### src/rtl/pipe_ctrl_if.sv
`default_nettype none
// +--------------------------------------------------------------------------+
// | Module   : pipe_ctrl_if                                                  |
// | Purpose  : Pipeline bus between the CPU datapath and pipe_ctrl. The EX   |
// |            and WB stage indications flow into the controller; the fetch |
// |            address, fetch/flush strobes and forwarding selects flow out. |
// | Modports : master - datapath side (drives EX/WB info, uses controls)     |
// |            slave  - pipe_ctrl side (consumes EX/WB info, drives controls)|
// | Signals  : pc_f[PC_W]         fetch address (registered in pipe_ctrl)   |
// |            fetch_en           capture fetched word into EX register     |
// |            flush_ex           EX instruction is a bubble                |
// |            fwd_a, fwd_b       select WB data for operand A / B          |
// |            branch_taken_ex    EX instruction redirects fetch            |
// |            branch_target_ex   redirect address                          |
// |            halt_ex            EX instruction is ebreak                  |
// |            rs1_ex, rs2_ex     EX source register indices                |
// |            rd_wb, regwrite_wb WB destination index and write enable     |
// | Revision : 1.0 - initial release                                         |
// +--------------------------------------------------------------------------+
interface pipe_ctrl_if #(
   parameter int PC_W = 12
);
   logic [PC_W-1:0] pc_f;
   logic            fetch_en;
   logic            flush_ex;
   logic            fwd_a;
   logic            fwd_b;
   logic            branch_taken_ex;
   logic [PC_W-1:0] branch_target_ex;
   logic            halt_ex;
   logic [4:0]      rs1_ex;
   logic [4:0]      rs2_ex;
   logic [4:0]      rd_wb;
   logic            regwrite_wb;

   modport master (
      input  pc_f, fetch_en, flush_ex, fwd_a, fwd_b,
      output branch_taken_ex, branch_target_ex, halt_ex,
      output rs1_ex, rs2_ex, rd_wb, regwrite_wb
   );

   modport slave (
      output pc_f, fetch_en, flush_ex, fwd_a, fwd_b,
      input  branch_taken_ex, branch_target_ex, halt_ex,
      input  rs1_ex, rs2_ex, rd_wb, regwrite_wb
   );
endinterface
`default_nettype wire

### src/rtl/pipe_ctrl.sv
`default_nettype none
// +--------------------------------------------------------------------------+
// | Module   : pipe_ctrl                                                     |
// | Purpose  : Two-stage (fetch / execute) pipeline controller: run/halt     |
// |            state machine, fetch address generation, branch redirect     |
// |            with one-bubble squash, ebreak halt, WB->EX forwarding        |
// |            selects and retired-instruction counter.                      |
// | Ports    : clk          clock, rising edge                               |
// |            rst_n        asynchronous active-low reset                    |
// |            run          level run enable; 0->1 edge resumes from HALT    |
// |            clear        synchronous restart to IDLE at RESET_PC          |
// |            step_req     single-step request (used only with the macro)   |
// |            bus          pipe_ctrl_if.slave pipeline bus                  |
// |            state        IDLE=0, RUN=1, HALT=2, STEP=3                    |
// |            retired_cnt  32-bit retired instruction count                 |
// | Options  : PIPE_CTRL_SINGLE_STEP_EN - when defined, step_req in HALT     |
// |            runs one fetch cycle and one execute cycle, then HALT.        |
// | Revision : 1.0 - initial release                                         |
// +--------------------------------------------------------------------------+
module pipe_ctrl #(
   parameter int              PC_W     = 12,
   parameter logic [PC_W-1:0] RESET_PC = '0
) (
   input  wire logic        clk,
   input  wire logic        rst_n,
   input  wire logic        run,
   input  wire logic        clear,
   input  wire logic        step_req,
   pipe_ctrl_if.slave       bus,
   output logic [1:0]       state,
   output logic [31:0]      retired_cnt
);

   typedef enum logic [1:0] {
      S_IDLE = 2'd0,
      S_RUN  = 2'd1,
      S_HALT = 2'd2,
      S_STEP = 2'd3
   } state_t;

   state_t          r_state;
   logic [PC_W-1:0] r_pc;
   logic            r_ex_valid;
   logic            r_run_q;
   logic [31:0]     r_retired;

   logic            w_fetch_en;
   logic            w_redirect;
   logic            w_halt;
   logic            w_resume;
   logic [PC_W-1:0] w_pc_inc;

`ifdef PIPE_CTRL_SINGLE_STEP_EN
   // 0: STEP fetch cycle, 1: STEP execute cycle
   logic            r_step_exec;
`else
   logic            w_unused_step;
   assign w_unused_step = step_req;
`endif

   // Branch and halt indications only matter for a real instruction in EX.
   assign w_redirect = r_ex_valid & bus.branch_taken_ex;
   assign w_halt     = r_ex_valid & bus.halt_ex;
   assign w_resume   = run & ~r_run_q;
   assign w_pc_inc   = r_pc + 1'b1;

   always_comb begin
      w_fetch_en = 1'b0;
      case (r_state)
         S_RUN:   w_fetch_en = 1'b1;
`ifdef PIPE_CTRL_SINGLE_STEP_EN
         S_STEP:  w_fetch_en = ~r_step_exec;
`endif
         default: w_fetch_en = 1'b0;
      endcase
   end

   always_ff @(posedge clk or negedge rst_n) begin
      if (!rst_n) begin
         r_state     <= S_IDLE;
         r_pc        <= RESET_PC;
         r_ex_valid  <= 1'b0;
         r_run_q     <= 1'b0;
         r_retired   <= 32'd0;
`ifdef PIPE_CTRL_SINGLE_STEP_EN
         r_step_exec <= 1'b0;
`endif
      end else begin
         r_run_q <= run;

         // An ebreak never counts as retired; a taken branch does.
         if (r_ex_valid && !w_halt) begin
            r_retired <= r_retired + 32'd1;
         end

         if (clear) begin
            r_state     <= S_IDLE;
            r_pc        <= RESET_PC;
            r_ex_valid  <= 1'b0;
`ifdef PIPE_CTRL_SINGLE_STEP_EN
            r_step_exec <= 1'b0;
`endif
         end else begin
            // The word fetched alongside a redirect or halt is the wrong path.
            r_ex_valid <= w_fetch_en & ~w_redirect & ~w_halt;

            case (r_state)
               S_IDLE: begin
                  if (run) begin
                     r_state <= S_RUN;
                  end
               end

               S_RUN: begin
                  if (w_halt) begin
                     // pc_f already points past the ebreak; hold it there.
                     r_state <= S_HALT;
                  end else begin
                     if (w_redirect) begin
                        r_pc <= bus.branch_target_ex;
                     end else if (run) begin
                        r_pc <= w_pc_inc;
                     end
                     if (!run) begin
                        r_state <= S_HALT;
                     end
                  end
               end

               S_HALT: begin
                  // An instruction still in EX completes, including a branch.
                  if (w_redirect && !w_halt) begin
                     r_pc <= bus.branch_target_ex;
                  end
                  if (w_resume) begin
                     r_state <= S_RUN;
                  end
`ifdef PIPE_CTRL_SINGLE_STEP_EN
                  else if (step_req) begin
                     r_state     <= S_STEP;
                     r_step_exec <= 1'b0;
                  end
`endif
               end

`ifdef PIPE_CTRL_SINGLE_STEP_EN
               S_STEP: begin
                  if (!r_step_exec) begin
                     if (w_halt) begin
                        r_state <= S_HALT;
                     end else begin
                        r_pc        <= w_redirect ? bus.branch_target_ex : w_pc_inc;
                        r_step_exec <= 1'b1;
                     end
                  end else begin
                     if (w_redirect && !w_halt) begin
                        r_pc <= bus.branch_target_ex;
                     end
                     r_state     <= S_HALT;
                     r_step_exec <= 1'b0;
                  end
               end
`endif

               default: r_state <= S_IDLE;
            endcase
         end
      end
   end

   assign bus.pc_f     = r_pc;
   assign bus.fetch_en = w_fetch_en;
   assign bus.flush_ex = ~r_ex_valid;
   assign bus.fwd_a    = bus.regwrite_wb & (bus.rd_wb != 5'd0) & (bus.rd_wb == bus.rs1_ex);
   assign bus.fwd_b    = bus.regwrite_wb & (bus.rd_wb != 5'd0) & (bus.rd_wb == bus.rs2_ex);

   assign state       = r_state;
   assign retired_cnt = r_retired;

endmodule
`default_nettype wire

### src/flat_wrapper.sv
// flat-port wrapper written by rule: the top's interface ports become plain ports
module pipe_ctrl_flat 
#(
   parameter int              PC_W     = 12,
   parameter logic [PC_W-1:0] RESET_PC = '0
)
  (clk, rst_n, run, clear, step_req, state, retired_cnt, bus_pc_f, bus_fetch_en, bus_flush_ex, bus_fwd_a, bus_fwd_b, bus_branch_taken_ex, bus_branch_target_ex, bus_halt_ex, bus_rs1_ex, bus_rs2_ex, bus_rd_wb, bus_regwrite_wb);
  pipe_ctrl_if #(.PC_W(PC_W)) bus_i ();
  input  wire logic clk;
  input  wire logic rst_n;
  input  wire logic run;
  input  wire logic clear;
  input  wire logic step_req;
  output logic [1:0] state;
  output logic [31:0] retired_cnt;
  output wire logic [$bits(bus_i.pc_f)-1:0] bus_pc_f;
  output wire logic [$bits(bus_i.fetch_en)-1:0] bus_fetch_en;
  output wire logic [$bits(bus_i.flush_ex)-1:0] bus_flush_ex;
  output wire logic [$bits(bus_i.fwd_a)-1:0] bus_fwd_a;
  output wire logic [$bits(bus_i.fwd_b)-1:0] bus_fwd_b;
  input wire logic [$bits(bus_i.branch_taken_ex)-1:0] bus_branch_taken_ex;
  input wire logic [$bits(bus_i.branch_target_ex)-1:0] bus_branch_target_ex;
  input wire logic [$bits(bus_i.halt_ex)-1:0] bus_halt_ex;
  input wire logic [$bits(bus_i.rs1_ex)-1:0] bus_rs1_ex;
  input wire logic [$bits(bus_i.rs2_ex)-1:0] bus_rs2_ex;
  input wire logic [$bits(bus_i.rd_wb)-1:0] bus_rd_wb;
  input wire logic [$bits(bus_i.regwrite_wb)-1:0] bus_regwrite_wb;
  assign bus_pc_f = bus_i.pc_f;
  assign bus_fetch_en = bus_i.fetch_en;
  assign bus_flush_ex = bus_i.flush_ex;
  assign bus_fwd_a = bus_i.fwd_a;
  assign bus_fwd_b = bus_i.fwd_b;
  assign bus_i.branch_taken_ex = bus_branch_taken_ex;
  assign bus_i.branch_target_ex = bus_branch_target_ex;
  assign bus_i.halt_ex = bus_halt_ex;
  assign bus_i.rs1_ex = bus_rs1_ex;
  assign bus_i.rs2_ex = bus_rs2_ex;
  assign bus_i.rd_wb = bus_rd_wb;
  assign bus_i.regwrite_wb = bus_regwrite_wb;
  pipe_ctrl #(.PC_W(PC_W), .RESET_PC(RESET_PC)) u_core (.clk(clk), .rst_n(rst_n), .run(run), .clear(clear), .step_req(step_req), .bus(bus_i), .state(state), .retired_cnt(retired_cnt));
endmodule
### config.mk
export PLATFORM = sky130hd
export DESIGN_NAME = pipe_ctrl_flat
export DESIGN_NICKNAME = d
export VERILOG_FILES = /design/src/rtl/pipe_ctrl_if.sv /design/src/rtl/pipe_ctrl.sv /design/src/flat_wrapper.sv
export SDC_FILE = /design/constraint.sdc
export NUM_CORES = 1
export LEC_CHECK = 0
export CELL_PAD_IN_SITES_DETAIL_PLACEMENT = 0
export CELL_PAD_IN_SITES_GLOBAL_PLACEMENT = 2
export CORE_MARGIN = 1.5
export CORE_UTILIZATION = 25
export CTS_CLUSTER_SIZE = 40
export DETAILED_ROUTE_END_ITERATION = 16
export GPL_TIMING_DRIVEN = 0
export PLACE_DENSITY = 0.73
export SYNTH_ARGS = -nofsm -noshare
export SYNTH_HDL_FRONTEND = slang
export SYNTH_SLANG_ARGS = --single-unit
### constraint.sdc
create_clock -name clk -period 2 [get_ports clk]
set_clock_uncertainty 0.1 [all_clocks]
set_input_delay 0.6 -clock clk [delete_from_list [all_inputs] [get_ports clk]]
set_output_delay 0.6 -clock clk [all_outputs]
set_load 0.005 [all_outputs]
=== Word level (Yosys, flattened, before mapping) ===
Index checks and enable logic that the tools add are counted.
Widths: inputs -> output; s select.

* Add/sub/neg operators: 2
* Equality and inequality tests: 10
* Multiplexer cells: 14
* Bitwise logic cells: 12
* Reduce and logical (&&, ||, !) cells: 8

{| class="wikitable"
|+ Operators with widths
! operator !! count
|-
| $mux 12 || 5
|-
| $add 32x1->32 const B || 1
|-
| $pmux 12 s2 || 1
|-
| $add 12x1->12 const B || 1
|-
| $eq 5x5->1 || 2
|-
| $mux 2 || 5
|-
| $and 1x1->1 || 8
|-
| $ne 4x3->1 const B || 2
|-
| $ne 3x2->1 const B || 2
|-
| $ne 3x3->1 const B || 2
|-
| $pmux 2 s3 || 1
|-
| $reduce_bool 5->1 || 1
|-
| $not 1->1 || 4
|-
| $reduce_and 4->1 || 1
|-
| $reduce_and 3->1 || 1
|-
| $reduce_bool 3->1 || 1
|-
| $eq 2x1->1 const B || 1
|-
| $eq 2x2->1 const B || 1
|-
| $logic_and 1x1->1 || 2
|-
| $logic_not 2->1 || 1
|-
| $mux 1 || 2
|-
| $logic_not 1->1 || 1
|}

* Register bits after elaboration: 48

=== Longest topological paths before layout ===
* Depth after elaboration: 6
* Mapped depth: 9
* Mapped depth without buffers: 6

=== Worst setup path before layout ===
No wires, ideal clock.

* Path type: input port to output port
* Start: input bus_rd_wb[0]
* End: output bus_fwd_a
* Data arrival time: 1.382 ns
* Slack: -0.082 ns
* Stages: 3
* Path buffers: 0
* Cell sequence: or4_1 o21ai_0 nor4_1

* Cells in the longest elaborated chain, start to end: 3
* Elaborated cells between the ends (all ways): 4
* Those cells by class: eq/ne: 1; bitwise: 2; reduce/logical: 1

{| class="wikitable"
|+ RTL lines
! element !! line !! source
|-
| start, declared || flat_wrapper.sv:26 || <nowiki>input wire logic [$bits(bus_i.rd_wb)-1:0] bus_rd_wb;</nowiki>
|-
| $reduce_bool 5->1 || pipe_ctrl.sv:174 || <nowiki>assign bus.fwd_a = bus.regwrite_wb & (bus.rd_wb != 5'd0) & (bus.rd_wb == bus.rs1_ex);</nowiki>
|-
| $and 1x1->1 || pipe_ctrl.sv:174 ||
|-
| $and 1x1->1 * || pipe_ctrl.sv:174 ||
|-
| end, declared || flat_wrapper.sv:19 || <nowiki>output wire logic [$bits(bus_i.fwd_a)-1:0] bus_fwd_a;</nowiki>
|}

Every way passes the cells marked *; elsewhere a longest branch is shown, timed or not.

=== Worst setup path in the final report ===
* Start: input bus_rd_wb[3]
* End: output bus_fwd_a

Same word-level chain as after synthesis.

==> flow_summary.ini <==
[cts]
cts_made_buffers = 5
cts_max_level = 2
cts_root_buf = clkbuf_8
cts_num_sinks = 48
path_clk_slew_ps = 100
clkLatencyLatePin_ps = 310
cts_tree = built
clk_path_buf_depth = 2

[detailed_routing]
routedWlPerCell_um = 14.2
drtIter0Drc = 62
viasPerCell = 4.58
vias = 2430
firstDrtPassIters = 4
wl_mm = 7.54
drc_errors = 0
final_antenna_net_count = 0

[final_layout]
finalInstanceArea_sq_um = 4320
final_nets = 431
utilization = 0.418
n_antenna_cell = 0
syn_to_final_growth_pct = 62.5
drive_gt1_frac = 0.309

[sta]
relSlewSlack = 0.664
period_share = 1.14
drv_slew = 0
hold_viol = 0
max_freq_mhz = 438
worst_pin_slew_ps = 500
fin_hold_ws_ps = 83.3
fin_ws_ps = -284
grt_setup_unrepaired = yes
period_needed_ps = 2280
setup_viol = 2

[outcome]
outcome = complete, but fails checks
violations = setup timing

[critical_path]
critPathLaunchType = primary input
crit_type = in2out
critical_path.endpoint_type = output pin
crit_fanout = 2
critPathRequiredTime_ps = 1300
crit_arrival_ps = 1580

[die]
dieArea_sq_um = 11300
die_x_um = 106
core_area_sq_um = 10300
io_pins = 85
start_util = 0.257
die_height_um = 106
placementRows = 37

[grt]
antenna_found_initial = 0
grt_max_degree = 36
grt_pass1_wl_mm = 12.1
grt_pass1_vias = 2424
grt_usage = 0.133
grt.overflow.total = 0

[placement]
dp_slack_ps = -1010
placed_area_sq_um = 3670
gp_congestion = 0.798
portBuffers = 83
place_hpwl_mm = 5.15

[yosys]
yosys.area.top_type = dfrtp_1
yosysSeqAreaShare = 0.452
synthCells = 263
synthTopCellsByCount = 48 x dfrtp_1, 28 x xnor2_1, 23 x nand3_1
yosysUniqueCellTypes = 46
synth.most_common_cell = dfrtp_1
synth-warning-count = 0
ys.flop_type = dfrtp_1
syn_area_sq_um = 2660
yosys-top-cells-area = dfrtp_1 45%, xnor2_1 9.2%, nand3_1 4.3%
synth_edf_count = 0
synth_fp_nets = 300
ys_ff_latch = 48
async_flop_share = 1.00
yosys.area.top_type_share = 0.452
avgSynthCellArea_sq_um = 10.1

[run]
drv_cap = 0

[power]
leakage_nw = 1.95
ir_worst_vdd_mv = 0.280
power_density_nw_per_um2 = 559

[worst_hold_path]
min_path_type = in2async
[placed cells by master, fill, tap and decap left out, drive strengths merged, types with 2 or more instances in the layout]
cell type / n
clkdlybuf4s50: 56
buf: 54
dfrtp: 48
xnor2: 28
nand3: 24
nor2: 21
nand2: 20
xor2: 13
o21ai: 13
nand4: 12
nor3: 11
dlymetal6s2s: 9
inv: 9
dlygate4sd2: 8
a21oi: 7
nor4: 7
and3: 7
clkbuf: 6
o31ai: 6
a211oi: 6
mux2i: 3
nand2b: 3
and2: 3
nand3b: 2
ha: 2
bufinv: 2
clkdlybuf4s15: 2
or2: 2
[timing repair]
item,CTS,global route
setup buffers,13,26
pin swaps,14,14
setup endpoints to repair,55,47
cloned,0,1
resized for setup,61,53
hold buffers,0,0
[worst max-delay path: stages]
cell     delay, ps
buf_8           90
or4_4          530
o21ai_4        170
nor4_2          70
buf_2          120
[cell type report]
type	count	area [sq um]
Tap cell	136	170
Clock buffer	5	68.8
Inverter	8	30.0
Clock inverter	3	68.8
Buffer	6	65.1
Fill cell	1010	6010
Multi-Input combinational cell	201	1550
Sequential cell	48	1220
Timing Repair Buffer	124	1140
[registers in the layout, indices dropped and copies added (netlist names)]
| register | flops |
|---|---|
| u_core.r_ex_valid | 1 |
| u_core.state | 2 |
| u_core.r_run_q | 1 |
| u_core.bus.pc_f | 12 |
| u_core.retired_cnt | 32 |
[per-stage QoR]
stage	TNS, ps	instances	total power [W]
after floorplan	-71.2	263	0.00124
after global placement	-85250	482	0.00147
after detailed placement	-23940	483	0.00148
after CTS	-539	504	0.00238
after global routing	-734	531	0.00252
final	-559	531	0.00241
[cell families (layout without fill, tap and decap cells)]
group	count (synthesis)	after routing	synth area share
adder cells (fa/ha/maj)	2	2	0.00942
AND/OR/NAND/NOR	115	115	0.252
multiplexers	4	4	0.0155
XOR/XNOR	41	41	0.135
AO/OA/AOI/OAI	39	39	0.103
buffers and inverters	14	146	0.0334
flip-flops	48	48	0.452
[power breakdown]
group | internal, W | leakage (nW) | switching, W | total, W
Combinational | 0.000271 | 1.26 | 0.000196 | 0.000467
Sequential | 0.00102 | 0.621 | 0.0000559 | 0.00108
Clock | 0.000504 | 0.0687 | 0.000365 | 0.000868
[worst paths after layout]
| path | startpoint | end | slack [ps] | depth (start not counted) |
|---|---|---|---|---|
| worst max-delay path | bus_rd_wb[3] | bus_fwd_a | -280 | 5 |
| worst min-delay path | rst_n | u_core.retired_cnt[13] | 80 | 1 |
| worst max register to register | u_core.r_ex_valid | u_core.bus.pc_f[6] | 60 | 9 |
| worst min register to register | u_core.retired_cnt[31] | u_core.retired_cnt[31] | 370 | 1 |
| max in group asynchronous | rst_n | u_core.bus.pc_f[1] | 1170 | 2 |
| min in group clk | u_core.retired_cnt[31] | u_core.retired_cnt[31] | 370 | 1 |
[layer usage]
layer	share of wire	track usage	wire length (um)
met1	0.48	0.183	3610
met2	0.48	0.214	3590
met3	0.038	0.0282	289
met4	0.0068	0.0270	51
met5	0	0	0
(Power assumes the default switching activity.)
